==> src/rtl/layer_ram_engine_if.sv <==
// Single-port weight/activation RAM bus between layer_ram_engine (master) and the RAM (slave).
// Read data is registered in the RAM: valid the cycle after ram_rd_en.
interface layer_ram_engine_if #(
  parameter int ADDR_W = 10,
  parameter int DATA_W = 8
);
  logic [ADDR_W-1:0] ram_addr;
  logic              ram_rd_en;
  logic [DATA_W-1:0] ram_rdata;
  logic              ram_wr_en;
  logic [DATA_W-1:0] ram_wdata;

  modport master (
    output ram_addr, ram_rd_en, ram_wr_en, ram_wdata,
    input  ram_rdata
  );

  modport slave (
    input  ram_addr, ram_rd_en, ram_wr_en, ram_wdata,
    output ram_rdata
  );
endinterface

==> src/rtl/layer_ram_engine.sv <==
// One fully connected layer per start: N x N MAC over shared RAM, ReLU/saturate, write back, pulse done.
// Optional per-neuron bias preload is enabled with `define LAYER_RAM_BIAS_EN.
module layer_ram_engine #(
  parameter int N        = 4,
  parameter int DATA_W   = 8,
  parameter int FRAC     = 4,
  parameter int ACC_W    = 20,
  parameter int ADDR_W   = 10,
  parameter int ACT_BASE = 0,
  parameter int W_BASE   = 64,
  parameter int B_BASE   = 128
) (
  input  logic                clk,
  input  logic                reset,
  input  logic                start,
  input  logic [1:0]          layer,
  input  logic                layer_sel,
  output logic                done,
  output logic                busy,
  layer_ram_engine_if.master  ram
);
  localparam int IW = $clog2(N);

  if (ACC_W < 2*DATA_W + IW) begin : g_acc_chk
    $error("layer_ram_engine: ACC_W too narrow for N products");
  end
  if (W_BASE + 4*N*N > (1 << ADDR_W) || B_BASE + 4*N > (1 << ADDR_W)) begin : g_addr_chk
    $error("layer_ram_engine: weight/bias region exceeds address space");
  end

  typedef enum logic [2:0] {
    S_IDLE, S_RD_B, S_LD_B, S_RD_X, S_RD_W, S_MAC, S_WRITE, S_DONE
  } state_t;

`ifdef LAYER_RAM_BIAS_EN
  localparam state_t NEURON_FIRST = S_RD_B;
`else
  localparam state_t NEURON_FIRST = S_RD_X;
`endif

  localparam logic [IW-1:0]     LAST  = IW'(N-1);
  localparam logic [ADDR_W-1:0] A_N   = ADDR_W'(N);
  localparam logic [ADDR_W-1:0] A_ACT = ADDR_W'(ACT_BASE);
  localparam logic [ADDR_W-1:0] A_W   = ADDR_W'(W_BASE);
  localparam logic signed [ACC_W-1:0] SAT_HI = ACC_W'((1 << (DATA_W-1)) - 1);
  localparam logic signed [ACC_W-1:0] SAT_LO = ~SAT_HI;

  state_t                    state, state_nxt;
  logic [1:0]                lyr;
  logic                      sel;
  logic [IW-1:0]             i_cnt, j_cnt;
  logic [DATA_W-1:0]         x_reg;
  logic signed [ACC_W-1:0]   acc;

  // Address generation from latched layer and running neuron/input counters
  logic [ADDR_W-1:0] l_off, x_addr, w_addr, o_addr;
  assign l_off  = ADDR_W'(lyr) * A_N;
  assign x_addr = A_ACT + l_off + ADDR_W'(i_cnt);
  assign o_addr = A_ACT + l_off + A_N + ADDR_W'(j_cnt);
  assign w_addr = A_W + l_off * A_N + ADDR_W'(j_cnt) * A_N + ADDR_W'(i_cnt);

`ifdef LAYER_RAM_BIAS_EN
  localparam logic [ADDR_W-1:0] A_B = ADDR_W'(B_BASE);
  logic [ADDR_W-1:0]       b_addr;
  logic signed [ACC_W-1:0] bias_ext;
  assign b_addr   = A_B + l_off + ADDR_W'(j_cnt);
  assign bias_ext = {{(ACC_W-DATA_W){ram.ram_rdata[DATA_W-1]}}, ram.ram_rdata};
`endif

  // MAC: x was latched in RD_W, weight arrives on rdata during MAC
  logic signed [2*DATA_W-1:0] prod;
  logic signed [ACC_W-1:0]    acc_mac;
  assign prod    = $signed(x_reg) * $signed(ram.ram_rdata);
  assign acc_mac = acc + {{(ACC_W-2*DATA_W){prod[2*DATA_W-1]}}, prod};

  logic signed [ACC_W-1:0] scaled;
  logic [DATA_W-1:0]       sat_val;
  assign scaled = acc >>> FRAC;

  always_comb begin
    sat_val = scaled[DATA_W-1:0];
    if (!sel && scaled[ACC_W-1])  sat_val = '0;
    else if (scaled > SAT_HI)     sat_val = SAT_HI[DATA_W-1:0];
    else if (scaled < SAT_LO)     sat_val = SAT_LO[DATA_W-1:0];
  end

  always_ff @(posedge clk or negedge reset) begin
    if (!reset) state <= S_IDLE;
    else        state <= state_nxt;
  end

  always_comb begin
    state_nxt     = state;
    ram.ram_addr  = '0;
    ram.ram_rd_en = 1'b0;
    ram.ram_wr_en = 1'b0;
    ram.ram_wdata = '0;
    case (state)
      S_IDLE: if (start) state_nxt = NEURON_FIRST;
`ifdef LAYER_RAM_BIAS_EN
      S_RD_B: begin
        ram.ram_addr  = b_addr;
        ram.ram_rd_en = 1'b1;
        state_nxt     = S_LD_B;
      end
      S_LD_B: state_nxt = S_RD_X;
`endif
      S_RD_X: begin
        ram.ram_addr  = x_addr;
        ram.ram_rd_en = 1'b1;
        state_nxt     = S_RD_W;
      end
      S_RD_W: begin
        ram.ram_addr  = w_addr;
        ram.ram_rd_en = 1'b1;
        state_nxt     = S_MAC;
      end
      S_MAC:   state_nxt = (i_cnt == LAST) ? S_WRITE : S_RD_X;
      S_WRITE: begin
        ram.ram_addr  = o_addr;
        ram.ram_wr_en = 1'b1;
        ram.ram_wdata = sat_val;
        state_nxt     = (j_cnt == LAST) ? S_DONE : NEURON_FIRST;
      end
      S_DONE:  state_nxt = S_IDLE;
      default: state_nxt = S_IDLE;
    endcase
  end

  always_ff @(posedge clk or negedge reset) begin
    if (!reset) begin
      lyr   <= '0;
      sel   <= 1'b0;
      i_cnt <= '0;
      j_cnt <= '0;
      x_reg <= '0;
      acc   <= '0;
    end else begin
      case (state)
        S_IDLE: if (start) begin
          lyr   <= layer;
          sel   <= layer_sel;
          acc   <= '0;
          i_cnt <= '0;
          j_cnt <= '0;
        end
`ifdef LAYER_RAM_BIAS_EN
        S_LD_B: acc <= bias_ext <<< FRAC;
`endif
        S_RD_W: x_reg <= ram.ram_rdata;
        S_MAC: begin
          acc <= acc_mac;
          if (i_cnt != LAST) i_cnt <= i_cnt + 1'b1;
        end
        S_WRITE: if (j_cnt != LAST) begin
          j_cnt <= j_cnt + 1'b1;
          i_cnt <= '0;
          acc   <= '0;
        end
        default: ;
      endcase
    end
  end

  assign done = (state == S_DONE);
  assign busy = (state != S_IDLE) && (state != S_DONE);
endmodule

==> src/flat_wrapper.sv <==
// flat-port wrapper written by rule: the top's interface ports become plain ports
module layer_ram_engine_flat 
#(
  parameter int N        = 4,
  parameter int DATA_W   = 8,
  parameter int FRAC     = 4,
  parameter int ACC_W    = 20,
  parameter int ADDR_W   = 10,
  parameter int ACT_BASE = 0,
  parameter int W_BASE   = 64,
  parameter int B_BASE   = 128
)
  (clk, reset, start, layer, layer_sel, done, busy, ram_ram_addr, ram_ram_rd_en, ram_ram_wr_en, ram_ram_wdata, ram_ram_rdata);
  layer_ram_engine_if #(.ADDR_W(ADDR_W), .DATA_W(DATA_W)) ram_i ();
  input  logic clk;
  input  logic reset;
  input  logic start;
  input  logic [1:0] layer;
  input  logic layer_sel;
  output logic done;
  output logic busy;
  output wire logic [$bits(ram_i.ram_addr)-1:0] ram_ram_addr;
  output wire logic [$bits(ram_i.ram_rd_en)-1:0] ram_ram_rd_en;
  output wire logic [$bits(ram_i.ram_wr_en)-1:0] ram_ram_wr_en;
  output wire logic [$bits(ram_i.ram_wdata)-1:0] ram_ram_wdata;
  input wire logic [$bits(ram_i.ram_rdata)-1:0] ram_ram_rdata;
  assign ram_ram_addr = ram_i.ram_addr;
  assign ram_ram_rd_en = ram_i.ram_rd_en;
  assign ram_ram_wr_en = ram_i.ram_wr_en;
  assign ram_ram_wdata = ram_i.ram_wdata;
  assign ram_i.ram_rdata = ram_ram_rdata;
  layer_ram_engine #(.N(N), .DATA_W(DATA_W), .FRAC(FRAC), .ACC_W(ACC_W), .ADDR_W(ADDR_W), .ACT_BASE(ACT_BASE), .W_BASE(W_BASE), .B_BASE(B_BASE)) u_core (.clk(clk), .reset(reset), .start(start), .layer(layer), .layer_sel(layer_sel), .done(done), .busy(busy), .ram(ram_i));
endmodule
==> config.mk <==
export PLATFORM = sky130hd
export DESIGN_NAME = layer_ram_engine_flat
export DESIGN_NICKNAME = d
export VERILOG_FILES = /design/src/rtl/layer_ram_engine_if.sv /design/src/rtl/layer_ram_engine.sv /design/src/flat_wrapper.sv
export SDC_FILE = /design/constraint.sdc
export NUM_CORES = 1
export LEC_CHECK = 0
export CAP_MARGIN = 20
export CORE_ASPECT_RATIO = 1.1
export CORE_UTILIZATION = 61
export CTS_BUF_LIST = sky130_fd_sc_hd__clkbuf_8
export CTS_CLUSTER_DIAMETER = 50
export DETAILED_ROUTE_END_ITERATION = 16
export MAX_ROUTING_LAYER = met4
export PLACE_DENSITY = 0.9
export SLEW_MARGIN = 20
export SYNTH_ARGS = -nofsm -noshare
export SYNTH_HDL_FRONTEND = slang
export SYNTH_SLANG_ARGS = --single-unit
==> constraint.sdc <==
create_clock -name clk -period 6.8 [get_ports clk]
set_input_delay 1.36 -clock clk [delete_from_list [all_inputs] [get_ports clk]]
set_output_delay 1.36 -clock clk [all_outputs]
set_load 0.005 [all_outputs]
Word-level counts from Yosys, hierarchy flattened
Cells that the tools add are included.
- flip-flop bits (word level): 38
- input bits: 14
- output and inout bits: 22
- logic and storage cells: 64
- add/sub/neg operators: 9
- $mul: 1
- magnitude comparators: 2
- equality and inequality tests: 13
- muxes and demuxes: 20
- reductions and logical operators: 12
- operators by type and width (cell ; number):
    20-bit one-hot mux with 3 select lines ; 1
    20-bit 2-to-1 mux ; 2
    8-bit 2-to-1 mux ; 4
    10-bit one-hot mux with 3 select lines ; 1
    10-bit by 2-bit adder with 10-bit output ; 2
    20-bit adder ; 1
    16-bit by 8-bit greater-than comparator with 1-bit output, second input constant ; 1
    16-bit by 8-bit < comparator with 1-bit output, second input constant ; 1
    8-bit by 8-bit multiplier with 16-bit output ; 1
    3-bit one-hot mux with 5 select lines ; 1
    3-bit equality test, second input constant ; 4
    10-bit by 4-bit adder with 10-bit output ; 1
    3-bit 2-to-1 mux ; 3
    7-bit by 6-bit adder with 8-bit output, first input constant ; 1
    2-bit 2-to-1 mux ; 4
    2-bit != test, second input constant ; 3
    2-bit one-hot mux with 3 select lines ; 1
    3-bit AND reduction ; 2
    3-bit nonzero test ; 2
    4-bit by 2-bit adder with 5-bit output ; 1
    4-bit by 3-bit adder with 5-bit output, second input constant ; 1
    2-bit by 1-bit adder with 2-bit output, second input constant ; 2
    2-bit equality test, second input constant ; 2
    2-bit by 1-bit != test with 1-bit output, second input constant ; 2
    other kinds (11) ; 13

Longest topological paths before layout
Gate-level depths: netlist of run 1.
- depth after elaboration: 5
- depth in mapped cells: 27
- mapped depth without buffers: 27

Worst setup path before layout of run 1
OpenSTA, ideal clock, no wires.
- kind: input port to flip-flop
- from: input port ram_ram_rdata[4]
- to: register u_core.acc[19]
- library setup time: 0.121 ns
- data arrival time: 6.676 ns
- required time: 6.679 ns
- path slack: 0.003 ns
- stages on the path: 23
- path buffers: 0
- path through: and2_1 > fa_1 > inv_1 > fa_1 > inv_1 > fa_1 > inv_1 > fa_1 > inv_1 > ha_1 > or3_1 > o211a_1 > nor2_1 > xnor2_1 > ha_1 > a21o_1 > a21o_1 > a21o_1 > a2111o_1 > o2111ai_2 > nand3_2 > a31o_1 > a22o_1
- cells in the longest elaborated chain, start to end: 3
- ends and longest elaborated chain (what ; line ; source):
    start: declaration ; flat_wrapper.sv:26 ; input wire logic [$bits(ram_i.ram_rdata)-1:0] ram_ram_rdata;
    8-bit by 8-bit multiplier with 16-bit output ; layer_ram_engine.sv:73 ; assign prod = $signed(x_reg) * $signed(ram.ram_rdata);
    20-bit adder ; layer_ram_engine.sv:74 ; assign acc_mac = acc + {{(ACC_W-2*DATA_W){prod[2*DATA_W-1]}}, prod};
    20-bit one-hot mux with 3 select lines ; layer_ram_engine.sv:139 ; case (state)
    end signal: assignment ; layer_ram_engine.sv:152 ; acc <= acc_mac;
    end: declaration ; layer_ram_engine.sv:53 ; logic signed [ACC_W-1:0] acc;
Every way passes these cells.
A chain may end at the register's enable or synchronous reset.

Final worst setup path of run 1
- from: input port ram_ram_rdata[3]
- to: register u_core.acc[19]
The elaborated chain is that of the path after synthesis.

==> results of run 1 <==
[worst paths after layout]
kind                                   from         endpoint  slack (ns)  cells after the start
max                        ram_ram_rdata[3]   u_core.acc[19]        0.11                     23
min                           u_core.acc[3]    u_core.acc[3]        0.50                      2
max reg2reg                 u_core.x_reg[6]   u_core.acc[19]        0.68                     22
min reg2reg                   u_core.acc[3]    u_core.acc[3]        0.50                      2
max in group asynchronous             reset  u_core.x_reg[2]        5.03                      1
min in group asynchronous             reset   u_core.acc[16]        1.19                      1
[repair_timing]
action                     4_1_cts  5_1_grt
setup endpoints to repair        6        7
pin swaps                        3       35
buffers inserted                 0        4
hold buffers                     0        0
resized for setup               18       60
[routing by layer]
layer  vias to the layer above  wire length, um  GRT usage [%]
met5                         -                0              -
met2                       147             7250           57.6
met4                         0              369           11.2
met3                        35              584           3.78
li1                       2130                -              -
met1                      2280             5250           35.7
[cells by family (layout without fill, tap and decap cells)]
family | count (synthesis) | after routing | share of synthesized area [%]
adder cells (fa/ha/maj) | 108 | 108 | 34.2
flip-flops | 38 | 38 | 18.3
buffers and inverters | 114 | 219 | 8.59
AO/OA/AOI/OAI | 99 | 99 | 13.3
AND/OR/NAND/NOR | 185 | 185 | 18.2
other | 1 | 3 | 0.0723
multiplexers | 14 | 14 | 3.02
XOR/XNOR | 25 | 25 | 4.22
[final cells by class]
class	instances	share of cell area, %
multi-input cells	434	62.1
flip-flops and latches	38	14.9
repair buffers	108	13.4
inverters	103	6.05
well taps	108	2.11
clock buffers	6	1.29
clock inverters	2	0.196
[per-stage QoR]
stage / setup WS, ns / utilization, % / TNS (ns) / hold WS (ns)
5_1_grt: -0.0748 / 79.1 / -0.0748 / 0.538
2_1_floorplan: 0.00272 / - / 0 / 0.456
3_3_place_gp: -0.599 / 75.8 / -2.63 / 0.469
6_report: 0.114 / 79.1 / 0 / 0.503
3_5_place_dp: -0.784 / 75.8 / -3.83 / 0.483
4_1_cts: -0.0831 / 77.2 / -0.0831 / 0.504
[placed cells by master (no fill, tap or decap), drive strengths merged, types with 6 or more instances in the layout]
cell / synthesis / layout
a21o: 11 / 11
a21oi: 16 / 16
a22o: 11 / 11
and2: 47 / 47
buf: 3 / 81
clkbuf: 7 / 10
clkdlybuf4s50: 0 / 23
dfrtp: 38 / 38
fa: 56 / 56
ha: 52 / 52
inv: 103 / 103
mux2: 13 / 13
nand2: 40 / 40
nand3: 10 / 10
nor2: 41 / 41
nor2b: 11 / 11
nor3: 12 / 12
o21a: 6 / 6
o21ai: 22 / 22
o31ai: 7 / 7
xnor2: 18 / 18
xor2: 7 / 7
[tightest hold or removal path: stages, from the launching register on]
cell	delay [ns]
dfrtp_1	0.36
nand2_1	0.05
o21ai_0	0.06
[synthesized netlist by cell type, types with 2 or more instances]
cell type  count  area [um^2]
nor2b_1       11         68.8
o21bai_1       2         15.0
inv_1        103          387
nand3_1        9         45.0
a221oi_1       2         17.5
fa_1          56         1120
buf_4          3         22.5
and3_1         4         25.0
nand3b_1       3         22.5
clkbuf_1       7         26.3
nand4_1        2         12.5
a31oi_1        3         18.8
a22oi_1        2         15.0
dfrtp_1       38          951
o22ai_1        2         12.5
a211oi_1       3         22.5
o31ai_1        7         52.6
a21oi_1       16         80.1
or2_2          2         12.5
a22o_1        11         96.3
a21o_1        10         75.1
and2_1        47          294
or3_1          4         25.0
nor2_1        41          154
o21a_1         6         45.0
ha_1          52          651
nor4_1         2         12.5
a32o_1         2         20.0
mux2_2        13          146
xor2_1         7         61.3
nor3_1        12         60.1
nand2b_1       2         12.5
o21ai_0       22          110
xnor2_1       18          158
nand2_1       40          150
==> impl_metrics.toml, run 1 <==
[status]
status = "completed"

[synthesis]
async_flop_share_pct = 100
yosysWarnings = 0
ys_ff_latch = 38
synth.distinct_cells = 55
synth_area_per_cell_um2 = 8.88
synth_seq_area_share_pct = 18.3
synth_edf_count = 0
ys.flop_type = "dfrtp_1"
syn_area_um2 = 5180
netlist_instances = 584

[floorplan]
initial_utilization_pct = 64.1
io_pins = 36
placementRows = 34
die_height_um = 98.7
core_area_um2 = 8080
die_w_um = 89.9
die-area_um2 = 8870

[worst_hold_path]
hp-class = "flip-flop to flip-flop"

[critical_path]
path_common_cell = "fa_1"
required_ns = 7.00
cp-end-kind = "flip-flop"
path_cells = "buf_4 -> nand2_2 -> fa_1 -> inv_2 -> fa_1 -> fa_1 -> inv_1 -> fa_1 -> inv_1 -> ha_2 -> or3_4 -> o211a_1 -> nor2_2 -> xnor2_1 -> ha_1 -> a21o_1 -> a21o_1 -> a21o_1 -> a2111o_1 -> o2111ai_2 -> nand3_2 -> a31o_1 -> a22o_1"
path_buf_inv = 4
cp.arrival_ns = 6.88
critical_path_peak_fanout = 5
worstSetupPathType = "input pin to flip-flop"
worstSetupStartpointType = "input pin"
cp_slowest_cell = "fa_1"
cp_top_family = "adder cells"
cpPeakStageDelay_ns = 0.59

[routing]
avgViaCountPerCell = 5.75
routed_wl_um = 13400
drt_first_iter_violations = 248
drc = 0
first_pass_iters = 5
ant_nets = 0
num_vias = 4592
routedWlPerCell_um = 16.8

[clock_network]
cts_tree = "done"
cts.clk_slew.worst_paths_ns = 0.09
clockRootBuffer = "clkbuf_8"
clockBufferDepth = 2
htreeDepth = 2
clkLatencyLatePin_ns = 0.30
clock_sinks = 38
numCtsBuffers = 5

[grt]
grt_remaining_overflow = 0
grt_max_degree = 39
grt_pass1_vias = 4859
grt_pass1_wl_um = 21800
grtUsageTotal_pct = 31.5
antenna_found_initial = 0

[final_layout]
fin_nets = 812
largest_reg_flops = 20
antenna_cells = 0
drive_above_1_share_pct = 22.7
multi_input_area_um2 = 3970
syn2layout_area_growth_pct = 23.3
final_area_um2 = 6390
seq_area_um2 = 951
layoutNonFillerInstCount = 799
num-fill-cells = 487

[sta]
finalSetupViolCount = 0
max_freq_mhz = 150
fin_crit_sh_pct = 98.3
skew_ns = 0.0101
slew_violations = 0
tightest_slew_ns = 0.926
fin_crit_ns = 6.69
slew_headroom_pct = 38.3
hold_viol = 0

[placement]
dp_hpwl_um = 10200
placed_cell_area_um2 = 6130
place_congestion = 0.889
post-place-cells = 787
portBuffers = 32

[job]
max_cap_viol_count = 0
Power of run 1 is not shown: default switching activity piles up to over one toggle a cycle in this logic, so the estimate is an artifact.
==> run 2: changes to the inputs <==
--- a/config.mk
+++ b/config.mk
@@ -13,7 +13,7 @@
 export DETAILED_ROUTE_END_ITERATION = 16
 export MAX_ROUTING_LAYER = met4
 export PLACE_DENSITY = 0.9
-export SLEW_MARGIN = 20
+export SLEW_MARGIN = 15
 export SYNTH_ARGS = -nofsm -noshare
 export SYNTH_HDL_FRONTEND = slang
 export SYNTH_SLANG_ARGS = --single-unit
==> run 2 against run 1 <==
Critical path type unchanged. Highest routed layer unchanged. Count of clock-buffer cells in the layout did not move. Non-clock buffer count up 1. First-iteration DRC count is 15% higher. Final cell count up 0.13%. Clock skew up 0.00092 ns. Wire length grew 4.7%. Critical path depth grew 4. Global-route usage grew 0.28 points. Maximum frequency down 0.39%.
==> impl_metrics.toml, run 2 (synthesized netlist as in run 1, its figures left out) <==
[clock_network]
cts_tree = "done"
cts.clk_slew.worst_paths_ns = 0.09
numCtsBuffers = 5
postCtsHoldBufs = 0
htreeDepth = 2
clkLatencyLatePin_ns = 0.30
clockRootBuffer = "clkbuf_8"
clock_sinks = 38
clockBufferDepth = 2

[worst_hold_path]
hp-class = "flip-flop to flip-flop"

[sta]
slew_violations = 0
slew_headroom_pct = 38.0
hold_viol = 0
fin_crit_ns = 6.71
tightest_slew_ns = 0.930
skew_ns = 0.0110
setup_slack_ns = 0.0883
finalSetupViolCount = 0
fin_crit_sh_pct = 98.7
max_freq_mhz = 149

[status]
status = "completed"

[floorplan]
initial_utilization_pct = 64.1
die_height_um = 98.7
die_w_um = 89.9
placementRows = 34
die-area_um2 = 8870
core_area_um2 = 8080
io_pins = 36

[grt]
antenna_found_initial = 0
grt_remaining_overflow = 0
grt_max_degree = 39
grt_pass1_wl_um = 22100
grt_pass1_vias = 4896
grtUsageTotal_pct = 31.8

[critical_path]
worstSetupPathType = "input pin to flip-flop"
cp.arrival_ns = 6.91
startpoint = "ram_ram_rdata[0]"
ff2ff_setup_slack_ns = 0.69
cp-end-kind = "flip-flop"
worstSetupStartpointType = "input pin"
reg2regPathDepth = 22
endpoint = "u_core.acc[19]"
critical_path_peak_fanout = 5
rr_endpoint = "u_core.acc[19]"
required_ns = 6.99
reg2reg_from = "u_core.x_reg[6]"

[routing]
drc = 0
num_vias = 4738
drt_first_iter_violations = 284
first_pass_iters = 5
avgViaCountPerCell = 5.92
routedWlPerCell_um = 17.6
ant_nets = 0
routed_wl_um = 14100

[final_layout]
antenna_cells = 0
final_cell_mix = "inv_1, buf_4, fa_1, ha_1, and2_1"
fin_nets = 813
syn2layout_area_growth_pct = 23.0
final_area_um2 = 6380
largest_reg_flops = 20
drive_above_1_share_pct = 22.1
final_common_cell = "inv_1"

[placement]
dpl_worst_slack_ns = -0.771
portBuffers = 32
dp_hpwl_um = 10300
placed_cell_area_um2 = 6130
place_congestion = 0.889

[job]
max_cap_viol_count = 0
==> run 2: cell count changes in the layout (fill, tap and decap cells not counted), sizes merged <==
cell and delta:
clkbuf +1
==> run 2: worst min-delay path by stage <==
stage,startpoint,to,slack [ns],cells after the start
CTS,u_core.acc[3],u_core.acc[3],0.50,2
global route,u_core.acc[3],u_core.acc[3],0.54,2
floorplan,u_core.acc[2],u_core.acc[2],0.46,2
finish,u_core.acc[3],u_core.acc[3],0.50,2
detailed placement,u_core.acc[3],u_core.acc[3],0.48,2
global placement,u_core.acc[2],u_core.acc[2],0.47,2
==> run 2: per-layer routing <==
metal	vias to the layer above	GRT usage, %	share of wire, %
li1	2138	-	-
met1	2315	36.4	39
met2	219	57.8	52
met3	66	3.24	4.5
met4	0	12.0	4.6
met5	-	-	0
==> run 2: layout make-up <==
type | count | area [um^2]
Tap cell | 108 | 135
Sequential cell | 38 | 951
Clock buffer | 6 | 82.6
Fill cell | 497 | 1710
Timing Repair Buffer | 109 | 856
Clock inverter | 2 | 12.5
Inverter | 103 | 387
Multi-Input combinational cell | 434 | 3950
==> run 2: critical path, stage by stage <==
cell	delay, ns
clkbuf_2	0.13
and2_4	0.18
buf_4	0.14
ha_4	0.28
inv_1	0.08
fa_1	0.56
inv_1	0.07
fa_1	0.49
inv_1	0.06
fa_1	0.54
inv_1	0.07
ha_4	0.16
buf_4	0.14
nor3_2	0.19
nor2_1	0.10
o211a_1	0.16
nor2_2	0.10
xnor2_1	0.08
ha_1	0.32
a21o_1	0.18
a21o_1	0.17
a21o_1	0.19
a2111o_1	0.43
o2111ai_2	0.21
nand3_2	0.12
a31o_1	0.22
a22o_1	0.17
==> run 2: per-stage QoR <==
stage	instances	setup TNS, ns	utilization (%)	hold WS, ns
3_5_place_dp	788	-3.71	75.9	0.483
5_1_grt	800	-0.181	78.9	0.537
3_3_place_gp	787	-2.63	75.8	0.469
2_1_floorplan	586	0	-	0.456
6_report	800	0	78.9	0.501
4_1_cts	796	-0.0899	77.3	0.504
==> run 2: repair_timing <==
action | 4_1_cts | 5_1_grt
buffers inserted | 0 | 4
gates resized for setup | 17 | 53
setup endpoints to repair | 6 | 7
pin swaps | 5 | 31
gates cloned | 0 | 0
Power of run 2 is left out for the same reason.
==> run 3: changes to the inputs <==
--- a/config.mk
+++ b/config.mk
@@ -5,14 +5,13 @@
 export SDC_FILE = /design/constraint.sdc
 export NUM_CORES = 1
 export LEC_CHECK = 0
-export CAP_MARGIN = 20
 export CORE_ASPECT_RATIO = 1.1
-export CORE_UTILIZATION = 61
+export CORE_UTILIZATION = 45
 export CTS_BUF_LIST = sky130_fd_sc_hd__clkbuf_8
 export CTS_CLUSTER_DIAMETER = 50
 export DETAILED_ROUTE_END_ITERATION = 16
 export MAX_ROUTING_LAYER = met4
-export PLACE_DENSITY = 0.9
+export PLACE_DENSITY = 0.72
 export SLEW_MARGIN = 15
 export SYNTH_ARGS = -nofsm -noshare
 export SYNTH_HDL_FRONTEND = slang
==> run 3 against run 2 <==
Critical path depth decreased by 4. Register-to-register slack improved by 0.12 ns. Clock skew decreased by 0.0015 ns. Flip-flop and latch count unchanged. Wire length decreased by 11%. Die area increased by 35%. Via count decreased by 6.2%. Count of clock-buffer cells in the layout decreased by 1.
==> impl_metrics.toml, run 3 (synthesized netlist as in run 1, its figures left out) <==
[clock_network]
cts.clk_slew.worst_paths_ns = 0.09
htreeDepth = 2
numCtsBuffers = 5
cts_tree = "done"
clockBufferDepth = 2
clock_sinks = 38
clkLatencyLatePin_ns = 0.30
clockRootBuffer = "clkbuf_8"
postCtsHoldBufs = 0

[grt]
grt_remaining_overflow = 0
gr-usage-met2_pct = 40.7
grt_max_degree = 39
globalRoute.busiestLayer = "met2"
antenna_found_initial = 0
met3_usage_pct = 2.16
grt_pass1_vias = 4675
grt_pass1_wl_um = 21300
grt.met1_usage_pct = 26.9
grtUsageTotal_pct = 22.6

[sta]
setup_tns_ns = 0
slew_violations = 0
hold_viol = 0
fin_crit_ns = 6.62
tightest_slew_ns = 0.899
fin_crit_sh_pct = 97.4
finalSetupViolCount = 0
max_freq_mhz = 151
skew_ns = 0.00949
slew_headroom_pct = 40.0

[worst_hold_path]
hp-class = "flip-flop to flip-flop"
hold_depth = 2
hold_start = "u_core.acc[3]"
hold_path_end = "u_core.acc[3]"

[critical_path]
critical_path_peak_fanout = 5
cp.arrival_ns = 6.81
ff2ff_setup_slack_ns = 0.81
rr_endpoint = "u_core.acc[19]"
reg2regPathDepth = 25
worstSetupStartpointType = "input pin"
reg2reg_from = "u_core.x_reg[7]"
required_ns = 6.99
worstSetupPathType = "input pin to flip-flop"
cp-end-kind = "flip-flop"

[final_layout]
syn2layout_area_growth_pct = 25.2
final_common_cell = "inv_1"
fin_nets = 811
largest_reg_flops = 20
num-fill-cells = 972
antenna_cells = 0
drive_above_1_share_pct = 23.2
final_cell_mix = "inv_1, buf_4, fa_1, ha_1, and2_1"

[floorplan]
core_area_um2 = 11100
die_height_um = 115
die_w_um = 104
io_pins = 36
placementRows = 40
die-area_um2 = 12000
initial_utilization_pct = 46.9

[placement]
place_congestion = 0.899
portBuffers = 32
dp_hpwl_um = 9940

[routing]
routedWlPerCell_um = 14.9
drc = 0
avgViaCountPerCell = 5.31
first_pass_iters = 6
drt_first_iter_violations = 136
num_vias = 4443
routed_wl_um = 12500
ant_nets = 0

[status]
status = "completed"

[job]
max_cap_viol_count = 0
## run 3: how the worst max path moves through the flow
stage,startpoint,to,slack [ns],cells past startpoint
after floorplan,ram_ram_rdata[4],u_core.acc[19],0.003,23
final,ram_ram_rdata[4],u_core.acc[19],0.18,23
after global routing,ram_ram_rdata[4],u_core.acc[19],-0.05,25
after global placement,ram_ram_rdata[4],u_core.acc[19],-0.62,23
after CTS,ram_ram_rdata[6],u_core.acc[19],0.004,23
after detailed placement,ram_ram_rdata[4],u_core.acc[18],-0.78,26
## run 3: layout make-up
class	instances	area (um^2)	area share (%)
clock inverters	3	68.8	1.06
flip-flops and latches	38	951	14.7
multi-input cells	434	3970	61.2
inverters	103	387	5.96
clock buffers	5	68.8	1.06
well taps	147	184	2.83
repair buffers	107	858	13.2
## run 3: stage by stage
step | hold slack, ns | setup WS [ns] | utilization (%) | area [um^2] | std cells
2_1_floorplan | 0.456 | 0.00272 | - | 5190 | 586
3_3_place_gp | 0.472 | -0.623 | 55.7 | 6160 | 824
3_5_place_dp | 0.489 | -0.785 | 55.7 | 6160 | 824
4_1_cts | 0.510 | 0.00390 | 57.4 | 6350 | 834
5_1_grt | 0.546 | -0.0491 | 58.7 | 6490 | 837
6_report | 0.499 | 0.175 | 58.7 | 6490 | 837
## run 3: what timing repair did
action | in CTS | in global routing
buffers inserted | 2 | 3
pin swaps | 14 | 50
resized for setup | 37 | 52
setup endpoints to repair | 7 | 7
## run 3: per-layer routing
layer	wire length, um	part of all wire [%]
met3	296	2.4
met4	347	2.8
met5	0	0
met1	5360	43
met2	6470	52
## run 3: critical path: stages
cell and delay (ns):
buf_4 0.13, buf_4 0.14, and2_4 0.15, fa_1 0.60, inv_2 0.06, buf_4 0.15, fa_1 0.55, fa_1 0.44
fa_1 0.56, inv_1 0.07, ha_4 0.25, and3_1 0.17, a21oi_2 0.15, nand2_1 0.09, nor2_2 0.16, xnor2_2 0.15
ha_1 0.29, a21o_1 0.21, a2111o_1 0.43, o2111ai_2 0.21, nand3_2 0.11, a31o_1 0.22, a22o_1 0.17
Power of run 3 is left out for the same reason.
